==> config.mk <==
export PLATFORM = sky130hd
export DESIGN_NAME = ex_stage_mdu
export DESIGN_NICKNAME = d
export VERILOG_FILES = /design/src/rtl/ex_pkg.sv /design/src/rtl/mdu_iter.sv /design/src/rtl/ex_stage_mdu.sv
export SDC_FILE = /design/constraint.sdc
export NUM_CORES = 2
export LEC_CHECK = 0
export CORE_AREA = 2 2 339 257
export DETAILED_ROUTE_END_ITERATION = 8
export DIE_AREA = 0 0 341 259
export PLACE_DENSITY_LB_ADDON = 0.05
export SYNTH_ARGS = -nofsm -noshare
export SYNTH_HDL_FRONTEND = slang
export SYNTH_SLANG_ARGS = --single-unit
==> constraint.sdc <==
create_clock -name clk -period 12.8 [get_ports clk]
set_input_delay 2.56 -clock clk [delete_from_list [all_inputs] [get_ports clk]]
set_output_delay 2.56 -clock clk [all_outputs]
set_load 0.03 [all_outputs]
==> src/rtl/ex_pkg.sv <==
// Shared encodings for the EX stage: mul/div opcodes, forward selects,
// MD sequencer states and ALU opcodes.
package ex_pkg;

  typedef enum logic [2:0] {
    MD_MUL    = 3'd0,
    MD_MULH   = 3'd1,
    MD_MULHSU = 3'd2,
    MD_MULHU  = 3'd3,
    MD_DIV    = 3'd4,
    MD_DIVU   = 3'd5,
    MD_REM    = 3'd6,
    MD_REMU   = 3'd7
  } md_op_e;

  localparam logic [1:0] FWD_REG   = 2'b00;
  localparam logic [1:0] FWD_EXMEM = 2'b10;
  localparam logic [1:0] FWD_MEMWB = 2'b01;
  localparam logic [1:0] FWD_ZERO  = 2'b11;

  typedef enum logic [1:0] {
    MD_IDLE = 2'd0,
    MD_BUSY = 2'd1,
    MD_DONE = 2'd2
  } md_state_e;

  localparam logic [3:0] ALU_ADD   = 4'd0;
  localparam logic [3:0] ALU_SUB   = 4'd1;
  localparam logic [3:0] ALU_AND   = 4'd2;
  localparam logic [3:0] ALU_OR    = 4'd3;
  localparam logic [3:0] ALU_XOR   = 4'd4;
  localparam logic [3:0] ALU_SLL   = 4'd5;
  localparam logic [3:0] ALU_SRL   = 4'd6;
  localparam logic [3:0] ALU_SRA   = 4'd7;
  localparam logic [3:0] ALU_SLT   = 4'd8;
  localparam logic [3:0] ALU_SLTU  = 4'd9;
  localparam logic [3:0] ALU_PASSB = 4'd10;

endpackage

==> src/rtl/mdu_iter.sv <==
// Radix-2 iterative multiply/divide: shift-add multiply and restoring divide
// on operand magnitudes, with sign fix-up applied to the final result.
module mdu_iter
  import ex_pkg::*;
#(
  parameter int XLEN = 32
) (
  input  logic            clk,
  input  logic            rst_n,
  input  logic            start,
  input  logic            flush,
  input  logic            hold,
  input  md_op_e          op,
  input  logic [XLEN-1:0] a,
  input  logic [XLEN-1:0] b,
  output logic            busy,
  output logic            done,
  output logic [XLEN-1:0] result
);

  localparam int CW = $clog2(XLEN);

  md_state_e       state_q, state_d;
  logic [CW-1:0]   cnt_q;
  logic [XLEN-1:0] hi_q, lo_q, bmag_q, spec_q;
  logic            special_q, neg_q, neg_r_q;
  md_op_e          op_q;

  logic            a_signed, b_signed, a_neg, b_neg, div_zero, div_ovf;
  logic [XLEN-1:0] a_mag, b_mag, spec_val;

  always_comb begin
    a_signed = (op == MD_MULH) || (op == MD_MULHSU) || (op == MD_DIV) || (op == MD_REM);
    b_signed = (op == MD_MULH) || (op == MD_DIV) || (op == MD_REM);
    a_neg    = a_signed & a[XLEN-1];
    b_neg    = b_signed & b[XLEN-1];
    a_mag    = a_neg ? -a : a;
    b_mag    = b_neg ? -b : b;
    div_zero = op[2] && (b == '0);
    div_ovf  = ((op == MD_DIV) || (op == MD_REM)) &&
               (a == {1'b1, {(XLEN-1){1'b0}}}) && (&b);
    // op[1] separates REM/REMU from DIV/DIVU
    if (div_zero) spec_val = op[1] ? a : '1;
    else          spec_val = op[1] ? '0 : a;
  end

  logic [XLEN:0]   mul_sum;
  logic [2*XLEN:0] mul_shift;
  logic [XLEN:0]   div_shift;
  logic [XLEN+1:0] div_diff;

  always_comb begin
    mul_sum   = {1'b0, hi_q} + (lo_q[0] ? {1'b0, bmag_q} : '0);
    mul_shift = {mul_sum, lo_q} >> 1;
    div_shift = {hi_q, lo_q[XLEN-1]};
    div_diff  = {1'b0, div_shift} - {2'b0, bmag_q};
  end

  always_ff @(posedge clk or negedge rst_n) begin
    if (!rst_n) state_q <= MD_IDLE;
    else        state_q <= state_d;
  end

  always_comb begin
    state_d = state_q;
    if (flush) begin
      state_d = MD_IDLE;
    end else begin
      case (state_q)
        MD_IDLE: if (start) state_d = MD_BUSY;
        MD_BUSY: if (cnt_q == '0) state_d = MD_DONE;
        MD_DONE: if (!hold) state_d = MD_IDLE;
        default: state_d = MD_IDLE;
      endcase
    end
  end

  // Divide-by-zero and signed overflow start with the counter at zero so
  // they leave BUSY after a single cycle; the iteration result is ignored.
  always_ff @(posedge clk or negedge rst_n) begin
    if (!rst_n) begin
      cnt_q     <= '0;
      hi_q      <= '0;
      lo_q      <= '0;
      bmag_q    <= '0;
      spec_q    <= '0;
      special_q <= 1'b0;
      neg_q     <= 1'b0;
      neg_r_q   <= 1'b0;
      op_q      <= MD_MUL;
    end else if (flush) begin
      cnt_q <= '0;
    end else begin
      case (state_q)
        MD_IDLE: begin
          if (start) begin
            op_q      <= op;
            hi_q      <= '0;
            lo_q      <= a_mag;
            bmag_q    <= b_mag;
            neg_q     <= a_neg ^ b_neg;
            neg_r_q   <= a_neg;
            special_q <= div_zero | div_ovf;
            spec_q    <= spec_val;
            cnt_q     <= (div_zero | div_ovf) ? '0 : CW'(XLEN-1);
          end
        end
        MD_BUSY: begin
          if (op_q[2]) begin
            if (!div_diff[XLEN+1]) begin
              hi_q <= div_diff[XLEN-1:0];
              lo_q <= {lo_q[XLEN-2:0], 1'b1};
            end else begin
              hi_q <= div_shift[XLEN-1:0];
              lo_q <= {lo_q[XLEN-2:0], 1'b0};
            end
          end else begin
            {hi_q, lo_q} <= mul_shift[2*XLEN-1:0];
          end
          if (cnt_q != '0) cnt_q <= cnt_q - CW'(1);
        end
        default: ;
      endcase
    end
  end

  logic [2*XLEN-1:0] prod;
  logic [XLEN-1:0]   quo, rem;

  always_comb begin
    prod = {hi_q, lo_q};
    if (neg_q) prod = -prod;
    quo = neg_q   ? -lo_q : lo_q;
    rem = neg_r_q ? -hi_q : hi_q;
    if (special_q) begin
      result = spec_q;
    end else begin
      case (op_q)
        MD_MUL:                       result = prod[XLEN-1:0];
        MD_MULH, MD_MULHSU, MD_MULHU: result = prod[2*XLEN-1:XLEN];
        MD_DIV, MD_DIVU:              result = quo;
        default:                      result = rem;
      endcase
    end
  end

  assign busy = (state_q == MD_BUSY);
  assign done = (state_q == MD_DONE);

endmodule

==> src/rtl/ex_stage_mdu.sv <==
// Execute stage: operand forwarding, single-cycle ALU, and an optional
// iterative mul/div unit sharing the registered EX/MEM outputs.
module ex_stage_mdu
  import ex_pkg::*;
#(
  parameter int XLEN      = 32,
  parameter bit MD_ENABLE = 1'b1
) (
  input  logic            clk,
  input  logic            rst_n,
  input  logic            valid_i,
  input  logic            flush_i,
  input  logic [XLEN-1:0] pc_i,
  input  logic [XLEN-1:0] rs1_i,
  input  logic [XLEN-1:0] rs2_i,
  input  logic [XLEN-1:0] imm_i,
  input  logic            alusrc_b_i,
  input  logic            auipc_i,
  input  logic [3:0]      alu_ctrl_i,
  input  logic            md_en_i,
  input  logic [2:0]      md_op_i,
  input  logic [XLEN-1:0] fwd_exmem_i,
  input  logic [XLEN-1:0] fwd_memwb_i,
  input  logic [1:0]      a_fwd_i,
  input  logic [1:0]      b_fwd_i,
  input  logic            mem_stall_i,
  output logic            ready_o,
  output logic            valid_o,
  output logic [XLEN-1:0] alu_out_o,
  output logic            zero_o,
  output logic [XLEN-1:0] rs2_out_o,
  output logic [XLEN-1:0] pc_target_o,
  output logic [XLEN-1:0] pc4_o
);

  localparam int SHW = $clog2(XLEN);

  function automatic logic [XLEN-1:0] fwd_sel(input logic [1:0] sel,
                                              input logic [XLEN-1:0] base,
                                              input logic [XLEN-1:0] exmem,
                                              input logic [XLEN-1:0] memwb);
    case (sel)
      FWD_EXMEM: return exmem;
      FWD_MEMWB: return memwb;
      FWD_ZERO:  return '0;
      default:   return base;
    endcase
  endfunction

  logic [XLEN-1:0] a_op, rs2_fwd, b_op, alu_res;
  logic [SHW-1:0]  shamt;

  always_comb begin
    a_op    = fwd_sel(a_fwd_i, auipc_i ? pc_i : rs1_i, fwd_exmem_i, fwd_memwb_i);
    rs2_fwd = fwd_sel(b_fwd_i, rs2_i, fwd_exmem_i, fwd_memwb_i);
    b_op    = alusrc_b_i ? imm_i : rs2_fwd;
    shamt   = b_op[SHW-1:0];
    alu_res = '0;
    case (alu_ctrl_i)
      ALU_ADD:   alu_res = a_op + b_op;
      ALU_SUB:   alu_res = a_op - b_op;
      ALU_AND:   alu_res = a_op & b_op;
      ALU_OR:    alu_res = a_op | b_op;
      ALU_XOR:   alu_res = a_op ^ b_op;
      ALU_SLL:   alu_res = a_op << shamt;
      ALU_SRL:   alu_res = a_op >> shamt;
      ALU_SRA:   alu_res = XLEN'($signed(a_op) >>> shamt);
      ALU_SLT:   alu_res = {{(XLEN-1){1'b0}}, $signed(a_op) < $signed(b_op)};
      ALU_SLTU:  alu_res = {{(XLEN-1){1'b0}}, a_op < b_op};
      ALU_PASSB: alu_res = b_op;
      default:   alu_res = '0;
    endcase
  end

  logic            md_busy, md_done, md_en_eff, accept, md_start, alu_accept;
  logic [XLEN-1:0] md_result;

  assign md_en_eff  = MD_ENABLE && md_en_i;
  assign ready_o    = !(md_busy || md_done);
  assign accept     = valid_i && ready_o && !mem_stall_i && !flush_i;
  assign md_start   = accept && md_en_eff;
  assign alu_accept = accept && !md_en_eff;

  generate
    if (MD_ENABLE) begin : g_mdu
      mdu_iter #(.XLEN(XLEN)) u_mdu (
        .clk    (clk),
        .rst_n  (rst_n),
        .start  (md_start),
        .flush  (flush_i),
        .hold   (mem_stall_i),
        .op     (md_op_e'(md_op_i)),
        .a      (a_op),
        .b      (rs2_fwd),
        .busy   (md_busy),
        .done   (md_done),
        .result (md_result)
      );
    end else begin : g_no_mdu
      assign md_busy   = 1'b0;
      assign md_done   = 1'b0;
      assign md_result = '0;
    end
  endgenerate

  // Side-band values of an MD instruction are captured at acceptance and
  // released together with the result.
  logic [XLEN-1:0] md_rs2_q, md_pct_q, md_pc4_q;

  always_ff @(posedge clk or negedge rst_n) begin
    if (!rst_n) begin
      md_rs2_q <= '0;
      md_pct_q <= '0;
      md_pc4_q <= '0;
    end else if (md_start) begin
      md_rs2_q <= rs2_fwd;
      md_pct_q <= pc_i + imm_i;
      md_pc4_q <= pc_i + XLEN'(4);
    end
  end

  always_ff @(posedge clk or negedge rst_n) begin
    if (!rst_n) begin
      valid_o     <= 1'b0;
      alu_out_o   <= '0;
      zero_o      <= 1'b0;
      rs2_out_o   <= '0;
      pc_target_o <= '0;
      pc4_o       <= '0;
    end else if (flush_i) begin
      valid_o <= 1'b0;
    end else if (!mem_stall_i) begin
      if (md_done) begin
        valid_o     <= 1'b1;
        alu_out_o   <= md_result;
        zero_o      <= (md_result == '0);
        rs2_out_o   <= md_rs2_q;
        pc_target_o <= md_pct_q;
        pc4_o       <= md_pc4_q;
      end else if (alu_accept) begin
        valid_o     <= 1'b1;
        alu_out_o   <= alu_res;
        zero_o      <= (alu_res == '0);
        rs2_out_o   <= rs2_fwd;
        pc_target_o <= pc_i + imm_i;
        pc4_o       <= pc_i + XLEN'(4);
      end else begin
        valid_o <= 1'b0;
      end
    end
  end

endmodule

==> flow_metrics.py <==
metrics = {
    "setup_path": {
        "cp_num_buf_inv": 2,
        "crit_fanout": 38,
        "cpPeakStageDelay_ns": 1.19,
        "setup.worst_path.end_class": "flip-flop",
        "required_ns": 13.36,
        "slowest_stage": "o21ai_0",
        "critPathArrivalTime_ns": 9.62,
        "rrSetupSlack_ns": 6.79,
        "cp_top_family": "compound AO/OA/AOI/OAI gates",
        "critical_path_class": "primary input to flip-flop",
        "path_common_cell": "nand4_1",
        "path_cells": "buf_2 > buf_4 > mux2i_1 > o21ai_0 > mux2_2 > ha_1 > a21oi_1 > o221ai_1 > o311ai_0 > a21oi_1 > nor3_1 > nor2_1 > mux2i_1 > nor4b_1 > nand4_1 > nor4_1 > nand4_1 > nor4_1 > nand4_1 > o211ai_2",
        "worstSetupStartpointType": "primary input",
    },
    "floorplan": {
        "die_x_um": 341,
        "die-area_um2": 88300,
        "ioPinCount": 342,
        "rows": 93,
        "start_util": 0.435,
        "dieHeight_um": 259,
        "placeableCoreArea_um2": 85100,
    },
    "routing": {
        "drt-total-wl_um": 197000,
        "route.met2.wl_um": 71400,
        "drtIter0Drc": 6040,
        "wl_met3_um": 29100,
        "wl_per_cell_um": 31.6,
        "top_layer_used": "met5",
        "vias_per_cell": 6.58,
        "num_vias": 40900,
        "first_pass_iters": 9,
        "drt-met1-wl_um": 87700,
        "drcViolationCount": 0,
        "ant_nets": 0,
    },
    "clocking": {
        "post_cts_buffers": 0,
        "cts.repair.resized": 0,
        "ctsHoldBuffers": 0,
        "clkLatencyLatePin_ns": 0.64,
        "cts_buffer_depth": 3,
        "tritoncts": "yes",
        "clock-sinks": 367,
        "cts_made_buffers": 42,
        "cts-root-buf": "clkbuf_16",
        "cts.reportedPaths.clkPinSlew_ns": 0.07,
        "htree_levels": 2,
    },
    "yosys": {
        "yosys-top-cells-area": "dfrtp_1 (25%), o21ai_0 (7.7%), ha_1 (6.9%), mux2i_1 (6.8%), nand2_1 (6.5%)",
        "syn_avg_cell_area_um2": 7.60,
        "ys_types": 94,
        "syn-num-nets": 5292,
        "synth_top_cell_area_share": 0.248,
        "synth_area_leader_cell": "dfrtp_1",
        "synth.yosys.seq_area_share": 0.248,
        "synthFlopType": "dfrtp_1",
        "syn_area_um2": 37000,
        "synth_cells": 4873,
        "synth_edf_count": 0,
        "ys_warn_count": 0,
        "synthArstFlopShare": 1.00,
        "synth-seq-cells": 367,
    },
    "pwr": {
        "switching_share": 0.467,
        "p_clk_frac": 0.223,
        "combPwrFrac": 0.507,
        "pwr-share-seq": 0.270,
        "power-per-cell-area_nw_per_um2": 144,
        "p_leak_uw": 0.0185,
        "internal_power_uw": 3300,
        "fin_total_pwr_uw": 6190,
        "switching_power_uw": 2890,
        "vdd_ir_drop_max_uv": 140,
    },
    "final_layout": {
        "fillerInstances": 8377,
        "seq_area_um2": 9190,
        "fin_cells": 6214,
        "multiInputGateArea_um2": 26000,
        "layout_common_cells": "nand2_1 (643), o21ai_0 (567), nor2_1 (404)",
        "final_area_um2": 43100,
        "area_delta_synth_final_pct": 16.4,
        "layout.nets": 5447,
        "final_common_cell": "nand2_1",
        "drive_above_1_share": 0.0676,
    },
    "global_routing": {
        "grt_max_degree": 222,
        "antenna_found_initial": 19,
        "globalRouteTotalUtil": 0.433,
        "grt_pass1_vias": 37000,
        "grt_pass1_wl_um": 279000,
        "grt_overflow_total": 0,
    },
    "outcome": {
        "outcome": "finished, violations left",
        "violations": "max-capacitance violations, max-slew violations",
    },
    "sta": {
        "maxSlewHeadroom": -0.0341,
        "hold_ws_ns": 0.477,
        "fin_setup_tns_ns": 0,
        "final.min_clock_period_ns": 9.05,
        "finClkSkew_ns": 0.0343,
        "clock.fmax_mhz": 110,
        "slew_viol_final": 7,
        "finalCritPeriodShare": 0.707,
        "hold_viol": 0,
        "tightest_slew_ns": 1.53,
        "rsz0062_at_grt": "false",
        "setup_violations": 0,
    },
    "placed_design": {
        "place_inst": 6124,
        "io_buffer_count": 341,
        "place.gp.congestion": 1.06,
        "placed_cell_area_um2": 41600,
        "dpl.hpwl_um": 154000,
    },
    "flow_run": {
        "maxCapViolations": 1,
    },
    "worst_hold_path": {
        "hold_path.class": "flip-flop to flip-flop",
    },
}
==> state kept, by name, indices dropped and copies added (netlist names), 32 cells and up <==
register,flops
g_mdu.u_mdu.spec_q,32
alu_out_o,32
g_mdu.u_mdu.hi_q,32
md_pc4_q,32
md_rs2_q,32
pc_target_o,32
rs2_out_o,32
md_pct_q,32
g_mdu.u_mdu.bmag_q,32
g_mdu.u_mdu.lo_q,32
pc4_o,32
==> final timing paths <==
| kind | from | endpoint | cells past startpoint |
|---|---|---|---|
| setup / recovery | b_fwd_i[0] | zero_o$_DFFE_PN0P_ | 20 |
| min in group asynchronous | rst_n | md_pc4_q[23]$_DFFE_PN0P_ | 1 |
| hold reg to reg | alu_out_o[14]$_DFFE_PN0P_ | alu_out_o[14]$_DFFE_PN0P_ | 2 |
| setup reg to reg | g_mdu.u_mdu.lo_q[0]$_DFFE_PN0P_ | g_mdu.u_mdu.hi_q[31]$_DFFE_PN0P_ | 18 |
| max in group asynchronous | rst_n | alu_out_o[0]$_DFFE_PN0P_ | 3 |
| hold / removal | alu_out_o[14]$_DFFE_PN0P_ | alu_out_o[14]$_DFFE_PN0P_ | 2 |
==> logic make-up after synthesis <==
group	share of synthesized area
AO/OA/AOI/OAI	0.271
XOR/XNOR	0.0617
adder cells (fa/ha/maj)	0.0797
buffers and inverters	0.0525
flip-flops	0.248
multiplexers	0.0943
AND/OR/NAND/NOR	0.193
==> cells in the mapped netlist (all sizes together) (14+ instances only) <==
cell and n:
o21bai 15, a21oi 343, mux2 84, nand2b 49
a22oi 35, clkinv 18, a2111oi 20, or3 54
o31ai 40, a211oi 37, nand4 32, dfrtp 367
a21o 57, inv 160, a221o 19, o221ai 38
o211ai 62, or4 17, nor2 405, a22o 18
and3b 14, a211o 17, o21a 41, mux2i 252
o21ai 579, o22ai 39, ha 204, xor2 94
nor3 77, xnor2 167, clkbuf 272, and3 26
nor4 31, maj3 32, nand2 644, nand3 72
or2 21, and2 20, a221oi 46, buf 64
nor2b 44, a31oi 56
==> power by group through the flow <==
stage               sequential (uW)  combinational (uW)  clock, uW
global route                   1700                3320       1430
floorplan                      1770                1710          0
CTS                            1660                3020       1390
finish                         1670                3140       1380
global placement               1670                3010          0
detailed placement             1680                3010          0
==> tightest hold or removal path, cell delays in order (launching register included) <==
cell	delay, ns
dfrtp_1	0.34
nand2_1	0.04
o21ai_0	0.06
==> final cells by class <==
| type | count | area share |
|---|---|---|
| Tap cell | 1140 | 0.0331 |
| Timing Repair Buffer | 447 | 0.0983 |
| Clock inverter | 21 | 0.00789 |
| Clock buffer | 56 | 0.0275 |
| Sequential cell | 367 | 0.213 |
| Antenna cell | 13 | 0.000754 |
| Inverter | 178 | 0.0155 |
| Multi-Input combinational cell | 3992 | 0.604 |
==> per-stage QoR <==
step	setup WS [ns]	utilization
final	3.75	0.507
after global routing	3.64	0.507
after CTS	4.01	0.507
after detailed placement	3.37	0.489
after global placement	3.31	0.489
after floorplan	5.06	-
==> routing by layer <==
layer	vias up	global-route usage
met5	-	0
met4	4	0.156
met3	454	0.171
met2	2762	0.550
met1	19700	0.642
li1	18000	-
Power figures use the tool's default switching activity.
